File: config.mk
export PLATFORM = sky130hd
export DESIGN_NAME = ball_motion_sequencer
export DESIGN_NICKNAME = d
export VERILOG_FILES = /design/src/rtl/motion_pkg.sv /design/src/rtl/frame_event_latch.sv /design/src/rtl/ball_motion_sequencer.sv
export SDC_FILE = /design/constraint.sdc
export NUM_CORES = 1
export LEC_CHECK = 0
export BUFFER_PORTS_ARGS = -buffer_cell sky130_fd_sc_hd__buf_2
export CORE_MARGIN = 3
export CORE_UTILIZATION = 65
export CTS_BUF_LIST = sky130_fd_sc_hd__clkbuf_16
export DETAILED_ROUTE_END_ITERATION = 8
export GPL_TIMING_DRIVEN = 0
export PLACE_DENSITY_LB_ADDON = 0.3
export SLEW_MARGIN = 15
export SYNTH_ARGS = -nofsm -noshare
export SYNTH_HDL_FRONTEND = slang
export SYNTH_HIERARCHICAL = 1
export SYNTH_SLANG_ARGS = --single-unit
File: constraint.sdc
create_clock -name clk -period 9.3 [get_ports clk]
set_input_delay 0.465 -clock clk [delete_from_list [all_inputs] [get_ports clk]]
set_output_delay 0.465 -clock clk [all_outputs]
set_load 0.01 [all_outputs]
File: src/rtl/motion_pkg.sv
// Shared types and constants for the ball motion sequencer.
// Imported by the sequencer top and its frame event latch.
package motion_pkg;

  typedef enum logic [1:0] {
    SERVE,
    PLAY,
    LOST,
    GAME_OVER
  } state_t;

  typedef logic signed [10:0] speed_t;

  localparam int RIGHT  = 3;
  localparam int LEFT   = 2;
  localparam int TOP    = 1;
  localparam int BOTTOM = 0;

  // X speed per bat zone; index 0 is "no bat hit"
  localparam speed_t ZONE_X [8] = '{
    11'sd0, -11'sd4, -11'sd3, -11'sd2,
    11'sd0, 11'sd2, 11'sd3, 11'sd4
  };

  function automatic speed_t abs_s(input speed_t v);
    return v[10] ? -v : v;
  endfunction

endpackage

File: src/rtl/frame_event_latch.sv
// Accumulates side-hit bits and the last bat zone within a frame.
// A clear keeps any event arriving in the same cycle.
module frame_event_latch
  import motion_pkg::*;
(
  input  logic       clk,
  input  logic       resetN,
  input  logic       i_en,
  input  logic       i_clear,
  input  logic [4:0] i_ballCollision,
  input  logic [2:0] i_batCollision,
  output logic [3:0] o_side,
  output logic [2:0] o_zone
);

  logic [3:0] r_side;
  logic [2:0] r_zone;
  logic [3:0] w_side_in;

  assign w_side_in = i_ballCollision[4] ?
                     i_ballCollision[3:0] : 4'd0;

  always_ff @(posedge clk or negedge resetN) begin
    if (!resetN) begin
      r_side <= 4'd0;
      r_zone <= 3'd0;
    end else if (!i_en) begin
      r_side <= 4'd0;
      r_zone <= 3'd0;
    end else if (i_clear) begin
      r_side <= w_side_in;
      r_zone <= i_batCollision;
    end else begin
      r_side <= r_side | w_side_in;
      if (i_batCollision != 3'd0)
        r_zone <= i_batCollision;
    end
  end

  assign o_side = r_side;
  assign o_zone = r_zone;

endmodule

File: src/rtl/ball_motion_sequencer.sv
// Per-frame ball motion FSM: serve, play, life loss, game over.
// Applies one latched velocity update at each startOfFrame.
module ball_motion_sequencer
  import motion_pkg::*;
#(
  parameter int INIT_LIVES   = 3,
  parameter int BASE_Y       = 3,
  parameter int MAX_Y        = 7,
  parameter int SPEEDUP_HITS = 8,
  parameter int LOST_FRAMES  = 60
) (
  input  logic               clk,
  input  logic               resetN,
  input  logic               startOfFrame,
  input  logic [4:0]         ballCollision,
  input  logic [2:0]         batCollision,
  input  logic               ballLost,
  input  logic               launchReq,
  input  logic               newGame,
  output logic signed [10:0] speedX,
  output logic signed [10:0] speedY,
  output logic               ballOnBat,
  output logic [2:0]         livesLeft,
  output logic               gameOver
);

  localparam logic [2:0] LIVES0   = 3'(INIT_LIVES);
  localparam logic [3:0] BASE_M   = 4'(BASE_Y);
  localparam logic [3:0] MAX_M    = 4'(MAX_Y);
  localparam logic [7:0] HITS_N   = 8'(SPEEDUP_HITS);
  localparam logic [7:0] FRAMES_N = 8'(LOST_FRAMES);

  state_t     r_state;
  speed_t     r_speedX;
  speed_t     r_speedY;
  logic       r_ballOnBat;
  logic [2:0] r_lives;
  logic       r_gameOver;
  logic [7:0] r_hits;
  logic [3:0] r_magY;
  logic [7:0] r_frames;

  logic       w_latch_en;
  logic [3:0] w_side;
  logic [2:0] w_zone;
  logic [4:0] w_mag_raw;
  logic [4:0] w_mag;
  speed_t     w_bat_y;
  speed_t     w_serve_y;
  speed_t     w_nx;
  speed_t     w_ny;
  logic [3:0] w_mag_up;
  logic [7:0] w_hits_inc;

  assign w_latch_en = (r_state == PLAY) && !ballLost;

  frame_event_latch u_latch (
    .clk             (clk),
    .resetN          (resetN),
    .i_en            (w_latch_en),
    .i_clear         (startOfFrame),
    .i_ballCollision (ballCollision),
    .i_batCollision  (batCollision),
    .o_side          (w_side),
    .o_zone          (w_zone)
  );

  // Edge zones flatten the bounce, centre zones steepen it
  always_comb begin
    w_mag_raw = {1'b0, r_magY};
    unique case (1'b1)
      (w_zone == 3'd1) || (w_zone == 3'd7):
        w_mag_raw = {1'b0, r_magY} - 5'd1;
      (w_zone >= 3'd3) && (w_zone <= 3'd5):
        w_mag_raw = {1'b0, r_magY} + 5'd1;
      default: ;
    endcase
    w_mag = w_mag_raw;
    if (w_mag_raw == 5'd0)
      w_mag = 5'd1;
    else if (w_mag_raw > {1'b0, MAX_M})
      w_mag = {1'b0, MAX_M};
  end

  assign w_bat_y    = -(speed_t'({6'd0, w_mag}));
  assign w_serve_y  = -(speed_t'({7'd0, r_magY}));
  assign w_mag_up   = (r_magY < MAX_M) ? r_magY + 4'd1 : MAX_M;
  assign w_hits_inc = r_hits + 8'd1;

  always_comb begin
    w_nx = r_speedX;
    w_ny = r_speedY;
    if (w_zone != 3'd0) begin
      w_nx = ZONE_X[w_zone];
      w_ny = w_bat_y;
    end else begin
      if (w_side[RIGHT] && w_side[LEFT])
        w_nx = -r_speedX;
      else if (w_side[RIGHT])
        w_nx = abs_s(r_speedX);
      else if (w_side[LEFT])
        w_nx = -abs_s(r_speedX);
      if (w_side[TOP] && w_side[BOTTOM])
        w_ny = -r_speedY;
      else if (w_side[TOP])
        w_ny = -abs_s(r_speedY);
      else if (w_side[BOTTOM])
        w_ny = abs_s(r_speedY);
    end
  end

  always_ff @(posedge clk or negedge resetN) begin
    if (!resetN) begin
      r_state     <= SERVE;
      r_speedX    <= '0;
      r_speedY    <= '0;
      r_ballOnBat <= 1'b1;
      r_lives     <= LIVES0;
      r_gameOver  <= 1'b0;
      r_hits      <= 8'd0;
      r_magY      <= BASE_M;
      r_frames    <= 8'd0;
    end else begin
      unique case (r_state)
        SERVE: begin
          r_speedX    <= '0;
          r_speedY    <= '0;
          r_ballOnBat <= 1'b1;
          if (startOfFrame && launchReq) begin
            r_state     <= PLAY;
            r_speedX    <= 11'sd2;
            r_speedY    <= w_serve_y;
            r_ballOnBat <= 1'b0;
          end
        end
        PLAY: begin
          if (ballLost) begin
            r_lives  <= r_lives - 3'd1;
            r_speedX <= '0;
            r_speedY <= '0;
            r_frames <= 8'd0;
            if (r_lives == 3'd1) begin
              r_state    <= GAME_OVER;
              r_gameOver <= 1'b1;
            end else begin
              r_state <= LOST;
            end
          end else if (startOfFrame) begin
            r_speedX <= w_nx;
            r_speedY <= w_ny;
            if (w_zone != 3'd0) begin
              if (w_hits_inc >= HITS_N) begin
                r_hits <= 8'd0;
                r_magY <= w_mag_up;
              end else begin
                r_hits <= w_hits_inc;
              end
            end
          end
        end
        LOST: begin
          if (startOfFrame) begin
            if (r_frames + 8'd1 >= FRAMES_N) begin
              r_state     <= SERVE;
              r_ballOnBat <= 1'b1;
              r_magY      <= BASE_M;
              r_hits      <= 8'd0;
              r_frames    <= 8'd0;
            end else begin
              r_frames <= r_frames + 8'd1;
            end
          end
        end
        GAME_OVER: begin
          r_gameOver  <= 1'b1;
          r_speedX    <= '0;
          r_speedY    <= '0;
          r_ballOnBat <= 1'b0;
          if (newGame) begin
            r_state     <= SERVE;
            r_lives     <= LIVES0;
            r_gameOver  <= 1'b0;
            r_ballOnBat <= 1'b1;
            r_magY      <= BASE_M;
            r_hits      <= 8'd0;
          end
        end
        default: r_state <= SERVE;
      endcase
    end
  end

  assign speedX    = r_speedX;
  assign speedY    = r_speedY;
  assign ballOnBat = r_ballOnBat;
  assign livesLeft = r_lives;
  assign gameOver  = r_gameOver;

endmodule

==> results by group <==
Timing
  • Final setup viols: 0
  • Final number of max-transition violations: 0
  • Setup repair after global routing missed its margin: no
  • Transition at the pin with the smallest max-transition slack: 0.915 ns
  • Post-Route Setup TNS: 0 ns
  • Clock tree skew after final layout: 0.00647 ns
  • Endpoints failing hold: 0
  • Time the worst path needs with I/O delays and setup: 4.15 ns
  • Maximum clock rate: 241 MHz
  • Max transition margin: 38.8%
  • Final worst-path cycle share: 44.6%

Clock network
  • Clock tree from TritonCTS: yes
  • Buffers inserted by post-CTS timing repair: 0
  • Clock root buffer: sky130_fd_sc_hd__clkbuf_16
  • Total clock sinks: 56
  • Depth of the CTS H-tree: 2
  • Clock transition time at the flip-flop clock pins of the worst setup and hold paths: 0.07 ns
  • Hold buffer count at CTS: 0
  • Clk buf depth: 2
  • Clock latency on the worst-skew pair: 0.30 ns
  • Gates resized, CTS repair: 0
  • Number of clock buffers inserted by TritonCTS: 5

Floorplan
  • Die Span Y: 95.4 microns
  • Horizontal die dimension: 95.4 microns
  • Boundary Pins: 41
  • Row count: 31
  • Starting Density: 69.4%
  • Core area: 0.00749 sq mm
  • Overall die area: 0.00910 sq mm

Route
  • Drt via density: 6.70
  • Count of routing violations after the opening detailed-route iteration: 570
  • WL final: 14.2 mm
  • Number of design rule violations left after detail routing: 0
  • Count of nets left with antenna violations after detail routing: 0
  • Via Count: 5371
  • Routed wire length per instance: 17.7 microns
  • First-pass iteration count of the detailed router: 5

Critical path
  • Crit Reg-Reg Startpoint: u_latch/o_zone[1]
  • Reg2Reg Depth: 20
  • Reg2reg setup slack: 5.15 ns
  • Critical-path maximum fanout: 8
  • Startpoint class of the critical path: flip-flop
  • Setup crit end kind: flip-flop
  • Worst endpoint required time: 9.49 ns
  • Reg2reg end: speedY[8]
  • Critical path class: reg -> reg
  • Arrival time of the worst setup path: 4.34 ns
  • CP startpoint: u_latch/o_zone[1]

Outcome
  • Outcome: finished clean

Synth
  • Area of the mapped netlist: 0.00520 sq mm
  • Count leader, synth: sky130_fd_sc_hd__nand2_1
  • Leading cell types by count after synthesis: 64 x sky130_fd_sc_hd__nand2_1, 54 x sky130_fd_sc_hd__nor2_1, 51 x sky130_fd_sc_hd__dfrtp_1
  • Library cell occupying the most area in the post-synthesis netlist: sky130_fd_sc_hd__dfrtp_1
  • FFs w/ async S/R, synth: 100%
  • Post-synthesis share of cell area spent on and, or, nand and nor gates: 26.6%
  • Most used flip-flop cell after synthesis: sky130_fd_sc_hd__dfrtp_1
  • Total number of yosys warnings: 6
  • Area share of the largest cell type after synthesis: 24.6%
  • FF+latch count, synth: 56
  • Syn Nets: 695
  • Fraction of the mapped netlist area in adder cells: 6.16%
  • Synth cell types: 86
  • Post-Synth XOR/XNOR Area: 3.71%
  • Post-synthesis mux area share: 3.64%
  • Cell types occupying the most area after synthesis: sky130_fd_sc_hd__dfrtp_1 25%, sky130_fd_sc_hd__ha_1 5.8%, sky130_fd_sc_hd__nand2_1 4.6%
  • Syn_area_per_cell: 7.92 sq um
  • Compound-cell area share of the yosys netlist: 27.0%
  • Number of enable flip-flop cells after synthesis: 0
  • Number of instances in the synthesized netlist: 656
  • Dominant combinational cell family by area after synthesis: compound AO/OA/AOI/OAI gates
  • Sequential area share after synthesis: 27.1%

Global routing
  • Number of antenna violations at the first check in global routing: 0
  • Wire length of the first global-routing pass: 23.8 mm
  • Maximum number of pins on one net before global-route repair: 57
  • Overflow left after global routing: 0
  • Via count of the first global-routing pass: 4946
  • GRT Util Overall: 32.6%

Run
  • Max Cap Viol: 0

Place
  • Final Wtd Congestion: 0.991
  • Count of input and output buffers: 39
  • Placement-stage cell area: 0.00552 sq mm
  • Placed wire-length estimate after detailed placement: 10.3 mm

Power and ir drop
  • P per Cell Area: 214 mW/mm^2
  • Leakage power summed over all cells: 2.46 nW
  • Total power: 0.00121 W
  • Worst IR Drop VDD: 0.000146 V

Final layout
  • Number of nets in the layout: 741
  • Final standard cell area without fillers: 0.00567 sq mm
  • Diodes inserted: 0
  • Layout overhead on the synthesized area: 9.03%
  • Share of final-layout standard cells stronger than drive strength 1: 12.9%

Worst hold path
  • Type of the most critical hold path: in -> async
==> cells in the final DEF, fill, tap and decap left out, types with 8 or more instances in the layout <==
master	count
sky130_fd_sc_hd__nand2_1	64
sky130_fd_sc_hd__nor2_1	54
sky130_fd_sc_hd__dfrtp_1	51
sky130_fd_sc_hd__buf_2	48
sky130_fd_sc_hd__o21ai_0	40
sky130_fd_sc_hd__a21oi_1	34
sky130_fd_sc_hd__inv_1	28
sky130_fd_sc_hd__clkbuf_1	26
sky130_fd_sc_hd__ha_1	24
sky130_fd_sc_hd__nand3_1	23
sky130_fd_sc_hd__nor3_1	21
sky130_fd_sc_hd__nand2b_1	19
sky130_fd_sc_hd__nor2b_1	17
sky130_fd_sc_hd__xnor2_1	15
sky130_fd_sc_hd__a31oi_1	13
sky130_fd_sc_hd__o31ai_1	12
sky130_fd_sc_hd__mux2i_1	11
sky130_fd_sc_hd__o21ai_1	9
sky130_fd_sc_hd__a211oi_1	8
==> state kept, by name (all words and copies together), names as in the netlist <==
signal / cells
speedX: 11
speedY: 11
r_frames: 8
r_hits: 8
r_magY: 4
u_latch/o_side: 4
livesLeft: 3
u_latch/o_zone: 3
r_state: 2
ballOnBat: 1
gameOver: 1
==> kinds of logic (layout without fill, tap and decap cells) <==
logic type / after synthesis / in the layout
DFF: 56 / 56
AOI/OAI and AO/OA: 203 / 203
muxes: 18 / 18
adders and majority gates: 25 / 25
xor gates and xnor gates: 22 / 22
buffers and inverters: 72 / 119
and+or+nand+nor: 259 / 259
other: 1 / 1
==> worst max-delay path by stage <==
stage	to	slack, ns	cells past startpoint
after CTS	speedY[8]	5.17	20
final	speedY[8]	5.15	20
after global routing	speedY[8]	4.74	21
after floorplan	speedY[4]	5.71	18
after detailed placement	speedY[4]	5.28	18
after global placement	speedY[8]	5.40	20
==> stage by stage <==
| step | hold WS (ns) | instances | util (%) | setup slack (ns) |
|---|---|---|---|---|
| 2_1_floorplan | 0.169 | 656 | - | 5.71 |
| 3_3_place_gp | 0.517 | 794 | 73.7 | 5.40 |
| 3_5_place_dp | 0.526 | 794 | 73.7 | 5.28 |
| 4_1_cts | 0.251 | 802 | 75.7 | 5.17 |
| 5_1_grt | 0.277 | 802 | 75.7 | 4.74 |
| 6_report | 0.204 | 802 | 75.7 | 5.15 |
==> layout make-up <==
cell class / count / area (sq um)
multi-input cells: 528 / 3490
fillers: 559 / 1820
flip-flops and latches: 56 / 1410
repair buffers: 39 / 198
plain buffers: 42 / 185
clock buffers: 5 / 125
well taps: 99 / 124
inverters: 30 / 113
clock inverters: 3 / 22.5
==> critical path: stages, from the launching register on <==
cell and delay [ns]:
sky130_fd_sc_hd__dfrtp_1 0.47, sky130_fd_sc_hd__inv_1 0.15, sky130_fd_sc_hd__ha_1 0.18, sky130_fd_sc_hd__o21ba_2 0.15
sky130_fd_sc_hd__a21oi_1 0.39, sky130_fd_sc_hd__inv_1 0.18, sky130_fd_sc_hd__ha_1 0.37, sky130_fd_sc_hd__a21oi_1 0.16
sky130_fd_sc_hd__nand2_1 0.11, sky130_fd_sc_hd__or3_1 0.36, sky130_fd_sc_hd__a21oi_1 0.22, sky130_fd_sc_hd__nand2_1 0.07
sky130_fd_sc_hd__o21ai_0 0.08, sky130_fd_sc_hd__ha_1 0.23, sky130_fd_sc_hd__nor2b_1 0.16, sky130_fd_sc_hd__ha_1 0.16
sky130_fd_sc_hd__nand2_1 0.05, sky130_fd_sc_hd__nand3_1 0.10, sky130_fd_sc_hd__a31oi_1 0.07, sky130_fd_sc_hd__a221oi_1 0.27
sky130_fd_sc_hd__nand2_1 0.08
==> power by group <==
| group | leakage (nW) | total [W] | switching, W | internal (W) |
|---|---|---|---|---|
| Sequential | 0.732 | 0.000368 | 0.0000701 | 0.000298 |
| Combinational | 1.65 | 0.000645 | 0.000373 | 0.000271 |
| Clock | 0.0742 | 0.000200 | 0.0000987 | 0.000101 |
| Total | 2.46 | 0.00121 | 0.000542 | 0.000671 |
==> metal layers <==
metal | vias to the layer above | part of all wire (%) | track usage (%)
met1 | 2532 | 42 | 44.6
met5 | - | 0 | 0
met2 | 279 | 46 | 52.7
met3 | 50 | 9.0 | 4.66
met4 | 0 | 3.0 | 11.4
li1 | 2510 | - | -
(Power assumes the default switching activity.)
